`config.mk`:
```
export PLATFORM = sky130hd
export DESIGN_NAME = lut_prober
export DESIGN_NICKNAME = d
export VERILOG_FILES = /design/src/rtl/lut_prober.sv
export SDC_FILE = /design/constraint.sdc
export NUM_CORES = 1
export LEC_CHECK = 0
export ABC_AREA = 0
export CAP_MARGIN = 20
export CORE_MARGIN = 2
export CORE_UTILIZATION = 50
export DETAILED_ROUTE_END_ITERATION = 7
export PLACE_DENSITY = 0.87
export SYNTH_ARGS = -nofsm -noshare
export SYNTH_HDL_FRONTEND = slang
export SYNTH_SLANG_ARGS = --single-unit
```
`constraint.sdc`:
```
create_clock -name clk -period 1.9 [get_ports clk]
set_clock_uncertainty 0.2 [all_clocks]
set_input_delay 0.19 -clock clk [delete_from_list [all_inputs] [get_ports clk]]
set_output_delay 0.19 -clock clk [all_outputs]
set_load 0.03 [all_outputs]
```
`src/rtl/lut_prober.sv`:
```
`default_nettype none
// ============================================================================
// Module      : lut_prober
// Description : Characterises an attached 2-input logic unit. It walks the
//               inputs {a,b} through 00, 01, 10, 11, waits SETTLE cycles on
//               each and samples the unit output. It then reports the
//               recovered 4-bit truth table and compares it against an
//               expected value that was latched at start.
// Revision    : 1.0 - initial release
// ============================================================================
module lut_prober #(
  parameter int SETTLE = 2
) (
  input  logic       clk,
  input  logic       rst,
  input  logic       start_i,
  input  logic [3:0] expect_i,
  input  logic       probe_in_i,
  output logic       a_o,
  output logic       b_o,
  output logic       busy_o,
  output logic       done_o,
  output logic       valid_o,
  output logic [3:0] func_found_o,
  output logic       match_o
);

  localparam logic [3:0] C_SETTLE = 4'(SETTLE);

  typedef enum logic {
    IDLE  = 1'b0,
    PROBE = 1'b1
  } state_t;

  state_t     state_q;
  logic [1:0] idx_q;
  logic [3:0] cnt_q;
  logic [3:0] cap_q;
  logic [3:0] cap_d;
  logic [3:0] exp_q;
  logic       done_q;
  logic       valid_q;
  logic [3:0] func_q;

  // Capture vector with the bit for the current index folded in, so the final
  // sample can go straight into the result register at the completion edge.
  always_comb begin
    cap_d        = cap_q;
    cap_d[idx_q] = probe_in_i;
  end

  // Probe sequencer: accept in IDLE, step through the four input combinations,
  // publish the table and pulse done when the last sample is taken.
  always_ff @(posedge clk) begin
    if (rst) begin
      state_q <= IDLE;
      idx_q   <= 2'd0;
      cnt_q   <= 4'd0;
      cap_q   <= 4'd0;
      exp_q   <= 4'd0;
      done_q  <= 1'b0;
      valid_q <= 1'b0;
      func_q  <= 4'd0;
    end else begin
      done_q <= 1'b0;
      case (state_q)
        IDLE: begin
          if (start_i) begin
            state_q <= PROBE;
            idx_q   <= 2'd0;
            cnt_q   <= C_SETTLE;
            exp_q   <= expect_i;
            valid_q <= 1'b0;
          end
        end
        PROBE: begin
          if (cnt_q == 4'd1) begin
            cap_q <= cap_d;
            if (idx_q == 2'd3) begin
              func_q  <= cap_d;
              valid_q <= 1'b1;
              done_q  <= 1'b1;
              state_q <= IDLE;
            end else begin
              idx_q <= idx_q + 2'd1;
              cnt_q <= C_SETTLE;
            end
          end else begin
            cnt_q <= cnt_q - 4'd1;
          end
        end
        default: state_q <= IDLE;
      endcase
    end
  end

  // Outputs are decoded from registered state only; a/b rest at 0 in IDLE.
  assign busy_o       = (state_q == PROBE);
  assign a_o          = (state_q == PROBE) & idx_q[1];
  assign b_o          = (state_q == PROBE) & idx_q[0];
  assign done_o       = done_q;
  assign valid_o      = valid_q;
  assign func_found_o = func_q;
  assign match_o      = valid_q & (func_q == exp_q);

endmodule
`default_nettype wire

```
==> flow_results.org <==
** Timing
- At the pin with the least slew margin, the transition time is 370 ps.
- Worst setup slack after layout :: 51.1 ps
- Post-route clock period utilization :: 97.3%
- The final count of pins violating max slew came to 0.
- The number of endpoints with negative hold slack in the final report came to 0.
- The clock period could shrink to 1850 ps.
- Timing would allow up to 0.541 GHz.
- Setup repair after global routing could not meet its margin everywhere.
- Measured against its own limit, the worst slew margin works out to 75.0%.
- Setup violations remaining at the end of the flow were counted as 0.

** Cells and area
- Area added between synthesis and finish :: 24.2%
- Across the whole layout, storage elements account for 403 sq um.
- In the final layout, the share of cells above drive strength 1 is 11.6%.
- Count of nets after finishing :: 153
- Fill cell instance count of the final layout :: 173
- Multi-input combinational cell area :: 552 sq um
- The repair_antennas step left the layout with diodes totalling 0.

** CTS
- After clock tree synthesis, the clock-pin slew on the worst setup and hold paths is 110 ps.
- Clock tree from TritonCTS :: yes
- H-tree levels :: 1
- The later pin in the worst-skew pair is clocked with a latency of 300 ps.
- Hold repair after CTS inserted 0 buffers.
- Total CTS buffers :: 3
- No sink is reached through more buffers than the 2 on the longest clock path.
- In this run the clock root is driven by a clkbuf_4.
- CTS saw 20 sinks.

** Placement
- Prior to clock tree synthesis, the placed netlist has a worst setup slack of 125 ps.
- The wire-length estimate of the detail-placed layout is 1660 um.
- Last weighted congestion value of the routability-driven placer :: 0.890
- Input and output buffers added on the ports amount to 17.

** Synthesis
- After synthesis, the netlist uses 34 different library cells.
- Number of warnings printed during yosys synthesis :: 0
- Net count of the mapped netlist :: 133
- Ranked by total cell area, the synthesized netlist is headed by dfxtp_1 (40%), ha_1 (7.4%), a21oi_1 (6.9%).
- Counting flops with an async set or reset pin after synthesis yields a share of 0%.
- Most used standard cell by instance count after synthesis :: dfxtp_1
- Yosys mapped a number of flops with a built-in enable equal to 0.
- Number of storage elements in the synthesis netlist :: 20
- In this run the biggest area consumer among cell types represents 39.6% of the synthesized area.
- Sequential fraction of the synthesis area :: 39.6%
- For this run, the leading register cell type out of synthesis is dfxtp_1.
- The synthesized netlist occupies a cell area of 1010 sq um.
- Synth top cells by count :: dfxtp_1 (20), a21oi_1 (14), nand2_1 (14)
- Post-Synthesis Mean Instance Area :: 8.51 sq um
- Synthesis produced 119 cells.
- The synthesized design spends more area on one cell type than any other, namely dfxtp_1.

** Die
- The core region is 1940 sq um.
- The die is 49.0 um tall.
- Pin placement for this block handled 18 I/O pins.
- The die covers 2400 sq um.
- Measured along the x axis, the die boundary spans 49.0 um.
- Number of rows created at floorplan :: 16
- For this configuration, the core starts out at a cell density of 52.1%.

** Drt
- DRC errors left :: 0
- The first detailed-routing pass ran for 4 iterations.
- Dividing the detail-routed via count by the number of cells gives 5.67.
- Detail-routed net length per standard cell :: 13.3 um
- Routed via count :: 936
- The final layout contains routed wiring with a total length of 2190 um.
- The first routing iteration left 20 violations.
- In this run the remaining antenna-violating nets after routing total 0.

** GRT
- The total overflow left after global routing is 0.
- Entering global routing, the biggest net connects 15 pins.
- The first global-routing pass estimated 3710 um of wire.
- The initial antenna violation count was 0.
- Across every metal layer, demand over resource in global routing totals 19.8%.
- Via count of the first global-routing pass :: 872

** Critical path
- The worst setup path is of the reg2out kind.
- Largest fanout of any net on the critical path :: 2
- Data arrival time of the worst path :: 1460 ps
- Required @ worst endpoint :: 1510 ps
- The worst setup path is launched from a flop.
- The worst setup path is captured at an output port.

** Power
- P_leak :: 0.472 nW
- Worst-case vdd ir drop :: 397 uV
- Pwr/cell area :: 641 nW/um^2
- Power Total :: 0.806 mW

** Status
- The flow ran to the end, and the final reports show no timing, DRC or antenna violations.

** Flow run
- The tool flagged a number of max-cap violations equal to 0.

** Min path
- Class of the worst hold path :: in2reg
==> cells by family after synthesis <==
kind of cell               after synthesis  share of synthesized area [%]
and+or+nand+nor                         40                           23.0
AOI/OAI and AO/OA                       31                           18.2
DFF                                     20                           39.6
buffers and inverters                   17                           6.55
adders and majority gates                6                           7.42
muxes                                    4                           4.45
xor gates and xnor gates                 1                          0.865
==> power breakdown <==
part / total [mW] / switching, mW / internal (mW)
combinational: 0.108 / 0.0558 / 0.0523
clock: 0.249 / 0.132 / 0.117
sequential: 0.449 / 0.0148 / 0.434
total: 0.806 / 0.203 / 0.603
==> path summary, 6_finish.rpt <==
kind | startpoint | endpoint | slack (ps) | cells past startpoint
max | exp_q[0] | match_o | 50 | 4
min | expect_i[3] | exp_q[3] | 220 | 3
max reg2reg | cnt_q[0] | cnt_q[0] | 90 | 4
min reg2reg | exp_q[3] | exp_q[3] | 270 | 2
==> worst max-delay path, stage by stage, from the launching register on <==
cell and delay (ps):
dfxtp_2 350, inv_2 40, a222oi_1 300, nor4b_2 270
buf_4 200
==> area by class of cell <==
type                            instances  share of cell area [%]
Multi-Input combinational cell         82                    43.9
Sequential cell                        20                    32.0
Clock buffer                            4                    2.89
Inverter                               12                    3.58
Tap cell                               27                    2.69
Timing Repair Buffer                   20                    14.9
==> sequential cells by signal (all words and copies together) (netlist names) <==
| register | count |
|---|---|
| cnt_q | 4 |
| exp_q | 4 |
| func_found_o | 4 |
| cap_q | 3 |
| idx_q | 2 |
| busy_o | 1 |
| done_o | 1 |
| valid_o | 1 |
==> what timing repair did <==
action / 4_1_cts / 5_1_grt
pin swaps: 0 / 1
buffers inserted: 0 / 0
setup endpoints to repair: 2 / 1
gates resized for setup: 2 / 3
==> cell usage in the layout, fill, tap and decap left out, drive strengths merged <==
cell	instances
inv	12
o21a	1
clkbuf	4
nand4	2
nor4b	2
mux2	1
nand4bb	1
or4	1
a222oi	1
a31oi	2
o311ai	1
nand2b	2
nand3	4
nor2	2
o21ai	6
and4bb	1
o211ai	1
a211oi	3
and2	2
o22ai	1
nor2b	2
nand4b	2
dlygate4sd2	2
nand3b	2
a21oi	15
or3b	1
mux2i	3
ha	6
xor2	1
dfxtp	20
nor3	2
buf	4
nand2	14
clkdlybuf4s50	14
==> routing by layer <==
| metal | track usage [%] | part of all wire (%) | vias to the layer above | wire [um] |
|---|---|---|---|---|
| li1 | - | - | 456 | - |
| met1 | 22.6 | 41 | 427 | 908 |
| met2 | 34.9 | 49 | 44 | 1080 |
| met3 | 3.37 | 6.3 | 9 | 138 |
| met4 | 11.0 | 2.9 | 0 | 64 |
| met5 | 0 | 0 | - | 0 |
==> per-stage QoR <==
step	TNS, ps	utilization, %	std cells	hold slack [ps]	cell area (sq um)
2_1_floorplan	0	-	119	126	1020
3_3_place_gp	0	62.9	161	246	1220
3_5_place_dp	0	62.9	161	250	1220
4_1_cts	0	64.6	165	226	1250
5_1_grt	-39.4	64.8	165	231	1260
6_report	0	64.8	165	217	1260
Note: power is estimated with default switching activity, not from simulation.
